### src/rtl/if_fetch_queue.sv
// rtl/if_fetch_queue.sv - instruction fetch stage: PC owner, credit-limited imem requests, decode queue
module if_fetch_queue #(
    parameter logic [31:0] RESET_PC = 32'h0000_0000,
    parameter int          QDEPTH   = 2
) (
    input  logic        clk,
    input  logic        rst_n,
    output logic        imem_req_valid,
    input  logic        imem_req_ready,
    output logic [31:0] imem_req_addr,
    input  logic        imem_rsp_valid,
    input  logic [31:0] imem_rsp_data,
    input  logic        redirect_valid,
    input  logic [31:0] redirect_pc,
    output logic        id_valid,
    input  logic        id_ready,
    output logic [31:0] id_inst,
    output logic [31:0] id_pc
);
    localparam int          AW    = $clog2(QDEPTH);
    localparam int          CW    = AW + 1;
    localparam logic [CW:0] LIMIT = (CW+1)'(QDEPTH);
    localparam logic [31:0] NOP   = 32'h0000_0013;

    logic [31:0]   pc;
    logic [CW-1:0] inflight, qcount, drop_cnt;

    logic [31:0]   tag_mem [QDEPTH];
    logic [AW-1:0] tag_wr, tag_rd;

    logic [31:0]   q_pc   [QDEPTH];
    logic [31:0]   q_inst [QDEPTH];
    logic [AW-1:0] q_wr, q_rd;

    logic accept, take_rsp, pop, q_empty;

    // Credit rule: requests in flight plus buffered entries never exceed the queue depth,
    // so every kept response is guaranteed a slot.
    assign q_empty        = (qcount == '0);
    assign imem_req_valid = rst_n & ~redirect_valid & (drop_cnt == '0)
                          & (({1'b0, inflight} + {1'b0, qcount}) < LIMIT);
    assign imem_req_addr  = pc;
    assign accept         = imem_req_valid & imem_req_ready;
    assign take_rsp       = imem_rsp_valid & (drop_cnt == '0);

    assign id_valid = rst_n & ~q_empty & ~redirect_valid;
    assign pop      = id_valid & id_ready;
    assign id_inst  = q_empty ? NOP : q_inst[q_rd];
    assign id_pc    = q_empty ? 32'h0 : q_pc[q_rd];

    always_ff @(posedge clk) begin
        if (!rst_n) begin
            pc       <= RESET_PC;
            inflight <= '0;
            qcount   <= '0;
            drop_cnt <= '0;
            tag_wr   <= '0;
            tag_rd   <= '0;
            q_wr     <= '0;
            q_rd     <= '0;
        end else if (redirect_valid) begin
            // Everything still outstanding returns later and must be discarded;
            // a response arriving right now is itself one of those.
            pc       <= redirect_pc;
            drop_cnt <= drop_cnt + inflight - CW'(imem_rsp_valid);
            inflight <= '0;
            qcount   <= '0;
            tag_wr   <= '0;
            tag_rd   <= '0;
            q_wr     <= '0;
            q_rd     <= '0;
        end else begin
            if (accept) begin
                tag_mem[tag_wr] <= pc;
                tag_wr          <= tag_wr + AW'(1);
                pc              <= pc + 32'd4;
            end
            if (imem_rsp_valid) begin
                if (drop_cnt != '0) begin
                    drop_cnt <= drop_cnt - CW'(1);
                end else begin
                    q_pc[q_wr]   <= tag_mem[tag_rd];
                    q_inst[q_wr] <= imem_rsp_data;
                    q_wr         <= q_wr + AW'(1);
                    tag_rd       <= tag_rd + AW'(1);
                end
            end
            if (pop) begin
                q_rd <= q_rd + AW'(1);
            end
            inflight <= inflight + CW'(accept) - CW'(take_rsp);
            qcount   <= qcount + CW'(take_rsp) - CW'(pop);
        end
    end

    assert property (@(posedge clk) disable iff (!rst_n)
        !(take_rsp && !redirect_valid && qcount == LIMIT[CW-1:0]));

endmodule

### config.mk
export PLATFORM = sky130hd
export DESIGN_NAME = if_fetch_queue
export DESIGN_NICKNAME = d
export VERILOG_FILES = /design/src/rtl/if_fetch_queue.sv
export SDC_FILE = /design/constraint.sdc
export NUM_CORES = 1
export LEC_CHECK = 0
export BUFFER_PORTS_ARGS = -buffer_cell sky130_fd_sc_hd__buf_4
export CORE_UTILIZATION = 55
export DETAILED_ROUTE_END_ITERATION = 8
export PLACE_DENSITY = 0.9
export SYNTH_ARGS = -nofsm -noshare
export SYNTH_HDL_FRONTEND = slang
export SYNTH_SLANG_ARGS = --single-unit
### constraint.sdc
create_clock -name clk -period 8.2 [get_ports clk]
set_clock_uncertainty 0.1 [all_clocks]
set_input_delay 1.64 -clock clk [delete_from_list [all_inputs] [get_ports clk]]
set_output_delay 1.64 -clock clk [all_outputs]
set_load 0.05 [all_outputs]
==> results of run 1 <==
==> state kept, by name, summed over array words and instances, names as in the netlist, named ones only <==
signal         flops
q_wr               1
drop_cnt           2
tag_mem           64
tag_wr             1
tag_rd             1
q_inst            64
q_pc              64
imem_req_addr     32
inflight           2
qcount             2
q_rd               1
==> critical path, cell delays in order <==
cell      delay [ns]
buf_4           0.33
nand2b_4        0.22
nor4b_1         0.32
buf_4           0.25
==> per-layer routing <==
metal  part of all wire (%)  vias to the layer above  global-route usage (%)
li1                       -                     2895                       -
met3                    8.3                       42                   4.242
met4                    2.4                        0                   8.489
met2                     49                      276                   38.54
met5                      0                        -                       0
met1                     40                     2972                   28.89
==> path summary, 6_finish.rpt <==
| check | from | to | cells past startpoint |
|---|---|---|---|
| setup reg to reg | qcount[0]$_SDFF_PP0_ | imem_req_addr[26]$_SDFFE_PN0P_ | 6 |
| hold reg to reg | imem_req_addr[1]$_SDFFE_PN0P_ | tag_mem[1][1]$_DFFE_PP_ | 0 |
| setup / recovery | rst_n | imem_req_valid | 4 |
| hold / removal | imem_req_addr[1]$_SDFFE_PN0P_ | tag_mem[1][1]$_DFFE_PP_ | 0 |
==> cell families after synthesis <==
group	share of synthesized area, %
flip-flops	68.76
AND/OR/NAND/NOR	10.80
multiplexers	10.68
AO/OA/AOI/OAI	4.932
buffers and inverters	1.994
XOR/XNOR	1.722
adder cells (fa/ha/maj)	1.113
==> power by group through the flow <==
stage | clock (W) | sequential (W) | combinational, W
floorplan | 0 | 0.00143 | 0.000190
global placement | 0 | 0.00140 | 0.000324
detailed placement | 0 | 0.00140 | 0.000333
CTS | 0.00113 | 0.00138 | 0.000336
global route | 0.00117 | 0.00139 | 0.000357
finish | 0.00111 | 0.00138 | 0.000335
==> metrics by stage <==
| stage | instance area [sq um] | instances | total power, W | util (%) | hold WS (ns) |
|---|---|---|---|---|---|
| 2_1_floorplan | 9666 | 680 | 0.001620 | - | 0.3725 |
| 4_1_cts | 11930 | 1085 | 0.002845 | 69.21 | 0.4320 |
| 6_report | 11930 | 1085 | 0.002828 | 69.21 | 0.4381 |
| 3_3_place_gp | 11110 | 1041 | 0.001726 | 64.44 | 0.3857 |
| 3_5_place_dp | 11110 | 1041 | 0.001738 | 64.44 | 0.3886 |
| 5_1_grt | 11930 | 1085 | 0.002917 | 69.21 | 0.4288 |
==> placed cells by master, fill, tap and decap left out, drive strengths merged, types with 6 or more instances in the layout <==
cell type,instances
nor3,7
mux2,33
nand2b,8
buf,174
clkbuf,31
nand3,21
inv,6
edfxtp,192
a31oi,9
nand4,13
xnor2,10
dfxtp,44
o211a,6
or4,12
xor2,9
clkinv,9
nand2,34
mux2i,66
nor2,75
o21ai,25
or3,7
ha,7
==> area by class of cell <==
class,count,area [sq um]
tap,225,281.5
fill,1103,5308
multi-input combinational,400,2846
clock buffer,31,658.1
inverter,6,22.52
sequential,236,6650
clock inverter,13,163.9
timing repair buffer,174,1306
==> run metrics, run 1 <==
die width=134.6 um; Synth area leaders=edfxtp_1, dfxtp_1, mux2i_1; ys flop type=edfxtp_1; syn_area_per_cell=14.21 sq um; fin nets=920; PortBufs=167; pre-CTS setup slack=3.694 ns; minimum clock period=4.522 ns; Synth top area share=59.65%; status=complete, no violations; CP startpoint kind=primary input; Avg WL per Cell=18.79 um; yosys warns=0; DR vias/cell=5.700; worst-skew pair later-pin latency=0.50 ns; Hold Fails Final Rpt=0; clock group share of total power=39.3%; hold_buf cts=0; worst-margin pin slew=1.164 ns; crit path max fanout=37; first-pass GRT wire length=31.74 mm; Flop pwr share=48.8%; clk root buf=clkbuf_16; Mapped Cells=680; final setup fails=0; Max Clock Freq=221.1 MHz; fin. max-slew vios=0; I/O pin count=168; post-CTS sizing=0; Antenna Nets Post-Route=0; share of cells above drive strength 1=28.37%; Gate power share=11.8%; drt first pass iters=5; count of cell types in the netlist=56; Post-CTS Repair Setup Buffers=0; CTS tree=done; # diodes=0; Yosys top cell by area=edfxtp_1; syn_nets=758; Leak=4.288 nW; CTS H-tree lvls=1; vias in the first global route=6156; clock buffer depth=3; Final GP Congestion=0.8535; NetSw=0.0006803 W; worst vdd ir=0.0001567 V; max-cap violations=0; Crit path required time=6.46 ns; initial antenna violation count=0; gr ovfl total=0; Post-synth EDFFs=192; Final WS setup=3.678 ns; Netlist Area Pre-Place=0.009666 sq mm; most common cell in the netlist=edfxtp_1; total core area=0.01724 sq mm; crit path DAT=2.78 ns; Int Power=0.002148 W; Via Count=6185; final worst-path cycle share=55.15%; die area=0.01811 sq mm; Worst Hold Class=register to register; register area share after synthesis=68.76%; Num CTS Buffers=24; DRC errors left=0; pwr dens=237.1 mW/mm^2; register bit total from synthesis=236; dpl hpwl=12.56 mm; site row count=48; crit end category=output port; Async SR Flop Fraction=0%; final WL=20.39 mm; largest net degree at the start of global routing=65; setup slack, reg-to-reg=4.77 ns; starting density of the core=56.08%; # clock sinks=236; clock slew seen by the registers of the worst setup and hold paths=0.06 ns; RSZ-0062 raised after global routing=no; headroom to the max-slew limit=22.38%; Layout area overhead=23.42%; die height=134.6 um; Starting DRT DRC Count=524; critical path class=primary input to output port; Sw Ratio=24.05%; leading cell types by count after synthesis=edfxtp_1, nor2_1, mux2i_1; setup TNS=0 ns; Tot GR Track Use=22.62%
(Power assumes the default switching activity.)
==> run 2, diff against run 1 <==
Clock period 8.2 ns to 4.4 ns, I/O delays scaled along.
==> run 2 against run 1 <==
Combinational power increased by 86%. Register-to-register slack got worse by 3.7 ns. Highest routed layer unchanged. Via count unchanged. Sequential share of layout area increased by 0.51 points. Largest cell class unchanged. Sequential cell count unchanged. Power increased by 77%. First-iteration DRC count decreased by 30%. Global-route usage decreased by 0.65 points. Utilization decreased by 0.63 points.
==> run metrics, run 2 (synthesis results as in run 1) <==
status=complete, no violations; total core area=0.01724 sq mm (unchanged); clk root buf=clkbuf_16; Endpoint, Worst Hold=tag_mem[0][0]$_DFFE_PP_; die area=0.01811 sq mm (unchanged); worst hold path depth=0 (unchanged); worst-skew pair later-pin latency=0.50 ns (about the same); headroom to the max-slew limit=40.09% (+18 points); CTS tree=done; Tot GR Track Use=21.97% (-0.65 points); Antenna Nets Post-Route=0 (unchanged); clock slew seen by the registers of the worst setup and hold paths=0.06 ns (about the same); starting density of the core=56.08% (unchanged); largest net degree at the start of global routing=65 (unchanged); FILL cells=1149 (+4.2%); Layout area overhead=22.29%; Hold Startpoint=imem_req_addr[0]$_SDFFE_PN0P_; RR Endpoint=imem_req_addr[26]$_SDFFE_PN0P_; Leak=4.242 nW (-1.1%); setup TNS=0 ns (unchanged); fin. max-slew vios=0 (unchanged); worst path buffer plus inverter count=2 (unchanged); Util after Layout=68.58% (-0.63 points); Worst Hold Class=register to register; # diodes=0 (unchanged); worst-margin pin slew=0.8986 ns (-0.2657 ns); largest registers=q_inst x64, q_pc x64, tag_mem x64; setup slack, reg-to-reg=1.11 ns (-3.66 ns); die width=134.6 um (unchanged); fin nets=921 (+0.11%); Num CTS Buffers=23 (-4.2%); worst reg2reg path depth=6 (unchanged); RSZ-0062 raised after global routing=no; I/O pin count=168 (unchanged); minimum clock period=3.338 ns; Crit path required time=3.42 ns (-3.04 ns); final setup fails=0 (unchanged); max-cap violations=0 (unchanged); clock buffer depth=3 (unchanged); DRC errors left=0 (unchanged); vias in the first global route=6039 (-1.9%); gr ovfl total=0 (unchanged); initial antenna violation count=0 (unchanged); Avg WL per Cell=18.54 um (-1.3%); PortBufs=167 (unchanged); CTS H-tree lvls=1 (unchanged); Via Count=6185 (unchanged); first-pass GRT wire length=30.98 mm (-2.4%); Hold Fails Final Rpt=0 (unchanged); crit path DAT=2.36 ns (-0.42 ns); hold_buf cts=0 (unchanged); dpl hpwl=13.04 mm (+3.8%); Post-CTS Repair Setup Buffers=0 (unchanged); pwr dens=423.3 mW/mm^2 (+79%); Crit path largest cell delay=0.67 ns (+0.34 ns); most frequent cells in the layout=edfxtp_1, buf_4, nor2_1; Max Clock Freq=299.6 MHz; DR vias/cell=5.706 (about the same); worst vdd ir=0.0003342 V (+110%); CP startpoint kind=register; Starting DRT DRC Count=365 (-30%); power consumption=0.005003 W (+77%); die height=134.6 um (unchanged); Hold WS=0.4113 ns (-0.02671 ns); final WL=20.10 mm (-1.4%); drt first pass iters=6 (+1); most frequent CP cell=buf_4; most common cell after layout, fill and taps aside=edfxtp_1; crit end category=output port; slowest stage cell, crit path=nor2_4; delay-heaviest family, CP=simple AND/OR/NAND/NOR gates; reg2reg start=qcount[0]$_SDFF_PP0_; share of cells above drive strength 1=28.06% (-0.32 points); crit path max fanout=35 (-5.4%); post-CTS sizing=0 (unchanged); # clock sinks=236 (unchanged); CP cell instances=nor2_4 -> buf_4 -> nor2_1 -> buf_4; CP Launch Point=qcount[1]$_SDFF_PP0_; critical path class=register to output port; final worst-path cycle share=75.86%; site row count=48 (unchanged); Final GP Congestion=0.8921 (+4.5%)
-- run 2: stage by stage --
stage	cell area (sq um)	worst slack, ns	cells
after floorplan	9682	0.06660	680
after global placement	11130	1.300	1043
after detailed placement	11130	1.175	1043
after CTS	11820	1.042	1084
after global routing	11820	0.9179	1084
final	11820	1.062	1084
-- run 2: final cells by class --
class	count	area, sq um	share of cell area (%)
Clock buffer	31	615.6	5.208
Clock inverter	10	70.07	0.5928
Inverter	6	22.52	0.1905
Multi-Input combinational cell	400	2859	24.19
Sequential cell	236	6650	56.26
Tap cell	225	281.5	2.382
Timing Repair Buffer	176	1321	11.18
-- run 2: per-layer routing --
layer / GRT usage [%] / up-vias / share of wire [%]
met5: 0 / - / 0
met4: 10.05 / 0 / 3.6
met3: 3.791 / 59 / 7.4
met2: 36.15 / 270 / 48
met1: 28.69 / 2971 / 41
li1: - / 2885 / -
-- run 2: where the power goes --
group | switching (W) | internal (W) | total (W)
Combinational | 0.000408 | 0.000214 | 0.000623
Sequential | 0.0000708 | 0.00250 | 0.00257
Clock | 0.000774 | 0.00104 | 0.00181
-- run 2: worst register-to-register path, delay by kind of cell, from the launching register on --
family,cells,cell delay (ns)
adder cells (fa/ha/maj),1,0.44
flip-flops,1,0.42
AND/OR/NAND/NOR,4,2.08
AO/OA/AOI/OAI,1,0.17
-- run 2: worst max-delay path by stage --
stage	end	slack, ns	cells after the start
global route	imem_req_addr[26]$_SDFFE_PN0P_	0.92	6
global placement	tag_mem[0][5]$_DFFE_PP_	1.30	6
floorplan	q_inst[0][0]$_DFFE_PP_	0.07	4
CTS	id_inst[21]	1.04	4
finish	id_inst[21]	1.06	4
detailed placement	imem_req_addr[26]$_SDFFE_PN0P_	1.18	6
==> run 3, diff against run 2 <==
Settings changed: ABC_AREA set to 1, PLACE_DENSITY 0.9 to 0.89.
Clock period 4.4 ns to 3.13 ns, I/O delays scaled along.
==> run 3 against run 2 <==
Synthesized cell count up 31%. Non-clock buffer count up 2. Power up 45%. Area after synthesis up 2.4%. First-iteration DRC count up 33%. Worst setup slack worse by 0.72 ns. Critical path type unchanged. Largest cell class unchanged.
==> run metrics, run 3 <==
Mapped Cells=890 (+31%); CP cell instances=nand2_1 -> inv_1 -> fa_1 -> inv_1 -> nand2_1 -> nor2_4 -> buf_4; drt first pass iters=5 (-1); headroom to the max-slew limit=54.72% (+15 points); crit end category=output port; power consumption=0.007268 W (+45%); Antenna Nets Post-Route=0 (unchanged); die width=136.2 um (+1.2%); pwr dens=593.5 mW/mm^2 (+40%); Async SR Flop Fraction=0% (unchanged); # clock sinks=236 (unchanged); most common cell in the netlist=nand2_1; clock slew seen by the registers of the worst setup and hold paths=0.06 ns (about the same); die height=136.2 um (+1.2%); hold_buf cts=0 (unchanged); first-pass GRT wire length=34.13 mm (+10%); status=complete, no violations; final std cells w/o fill=1299 (+20%); final worst-path cycle share=89.01%; crit path DAT=2.06 ns (-0.30 ns); Max Clock Freq=359.0 MHz; site row count=48 (unchanged); Num CTS Buffers=23 (unchanged); ys flop type=edfxtp_1; # diodes=0 (unchanged); Crit path required time=2.40 ns (-1.02 ns); register area=0.006648 sq mm (about the same); Netlist Area Pre-Place=0.009899 sq mm (+2.4%); Synth area leaders=edfxtp_1, nand2_1, dfxtp_1; Layout area overhead=23.71%; worst-skew pair later-pin latency=0.50 ns (about the same); starting density of the core=56.84% (+0.76 points); Hold Fails Final Rpt=0 (unchanged); slowest stage cell, crit path=dfxtp_1; count of cell types in the netlist=34 (-39%); CP startpoint kind=register; total core area=0.01742 sq mm (+1.0%); Tot GR Track Use=23.85% (+1.9 points); worst path buffer plus inverter count=3 (+1); Starting DRT DRC Count=484 (+33%); Util after Layout=70.32% (+1.7 points); PortBufs=167 (unchanged); Multi-input gate area=0.002870 sq mm (+0.39%); Post-CTS Repair Setup Buffers=0 (unchanged); Synth top area share=58.24% (-1.4 points); DRC errors left=0 (unchanged); Post-synth EDFFs=192 (unchanged); fin. max-slew vios=0 (unchanged); final WL=22.17 mm (+10%); register bit total from synthesis=236 (unchanged); crit path max fanout=3 (-91%); most frequent cells in the layout=nand2_1, edfxtp_1, buf_4; gr ovfl total=0 (unchanged); clock buffer depth=3 (unchanged); die area=0.01854 sq mm (+2.4%); most common cell after layout, fill and taps aside=nand2_1; largest net degree at the start of global routing=65 (unchanged); Final GP Congestion=0.9340 (+4.7%); Worst Hold Class=primary input to register; CTS H-tree lvls=1 (unchanged); Leak=4.870 nW (+15%); delay-heaviest family, CP=flip-flops; leading cell types by count after synthesis=nand2_1, edfxtp_1, a21oi_1; RSZ-0062 raised after global routing=no; share of cells above drive strength 1=26.07% (-2.0 points); vias in the first global route=6756 (+12%); FILL cells=1192 (+3.7%); syn_area_per_cell=11.12 sq um (-22%); Avg WL per Cell=17.07 um (-8.0%); minimum clock period=2.786 ns; worst vdd ir=0.0003276 V (-2.0%); yosys warns=0 (unchanged); I/O pin count=168 (unchanged); largest registers=q_inst x64, q_pc x64, tag_mem x64; final setup fails=0 (unchanged); initial antenna violation count=0 (unchanged); placed cells=1258 (+21%); dpl hpwl=14.16 mm (+8.5%); DR vias/cell=5.393 (-5.5%); Crit path largest cell delay=0.42 ns (-0.25 ns); critical path class=register to output port; max-cap violations=0 (unchanged); syn_nets=968 (+28%); register area share after synthesis=67.14% (-1.6 points); fin nets=1136 (+23%); worst-margin pin slew=0.6792 ns (-0.2194 ns); post-CTS sizing=0 (unchanged); clk root buf=clkbuf_16; Via Count=7005 (+13%); CTS tree=done; Yosys top cell by area=edfxtp_1
-- run 3: cell types whose count changed after synthesis, sizes merged, moves of 7 or more --
cell / before / now
nand4: 13 / 1
nand3: 21 / 39
xor2: 9 / 16
or3: 7 / 0
or4: 12 / 0
nand2b: 8 / 0
nand2: 34 / 259
a21oi: 5 / 87
inv: 6 / 68
mux2i: 66 / 0
-- run 3: layout make-up --
type,instances,share of cell area (%)
flip-flops and latches,236,54.28
repair buffers,178,11.32
multi-input cells,551,23.44
inverters,68,2.166
clock inverters,11,1.338
well taps,225,2.299
clock buffers,30,5.159
-- run 3: cell families after synthesis --
logic type                 count (synthesis)  share of synthesized area [%]
AOI/OAI and AO/OA                        114                          5.902
and+or+nand+nor                          377                          16.20
DFF                                      236                          67.14
buffers and inverters                    103                          4.259
muxes                                     32                          3.640
adders and majority gates                  8                          1.087
xor gates and xnor gates                  20                          1.769
-- run 3: power breakdown --
| group | leakage [nW] | internal [W] | switching, W |
|---|---|---|---|
| sequential | 2.11 | 0.00349 | 0.0000798 |
| clock | 0.388 | 0.00176 | 0.00112 |
| combinational | 2.37 | 0.000273 | 0.000544 |
-- run 3: layer usage --
layer / part of all wire (%) / vias to the layer above / routed length, um / GRT usage (%)
met5: 0 / - / 0 / 0
met4: 1.6 / 0 / 363 / 6.852
met3: 7.1 / 31 / 1567 / 3.691
met2: 50 / 291 / 11080 / 40.64
met1: 41 / 3326 / 9159 / 31.56
li1: - / 3357 / - / -
-- run 3: metrics by stage --
stage               setup TNS [ns]  hold WS, ns  instance area [sq um]  setup slack, ns
global route                     0       0.1931                  12250           0.2411
CTS                              0       0.1995                  12250           0.3234
floorplan                   -3.537       0.3451                   9957         -0.05527
finish                           0       0.2149                  12250           0.3441
detailed placement               0       0.3784                  11450           0.4171
global placement                 0       0.3522                  11450           0.5646
-- run 3: worst reg2reg max path, delay by kind of cell (launching register included) --
family / cells / cell delay, ns
AO/OA/AOI/OAI: 1 / 0.17
adder cells (fa/ha/maj): 1 / 0.41
buffers and inverters: 4 / 0.55
flip-flops: 1 / 0.42
AND/OR/NAND/NOR: 6 / 0.69
-- run 3: path summary, 6_finish.rpt --
path / start / endpoint / slack, ns / depth (start not counted)
setup / recovery: qcount[0]$_SDFF_PP0_ / imem_req_valid / 0.34 / 7
hold / removal: imem_rsp_data[16] / q_inst[1][16]$_DFFE_PP_ / 0.21 / 1
setup reg to reg: qcount[0]$_SDFF_PP0_ / imem_req_addr[20]$_SDFFE_PN0P_ / 0.65 / 12
hold reg to reg: q_wr$_SDFFE_PP0N_ / q_wr$_SDFFE_PP0N_ / 0.39 / 2
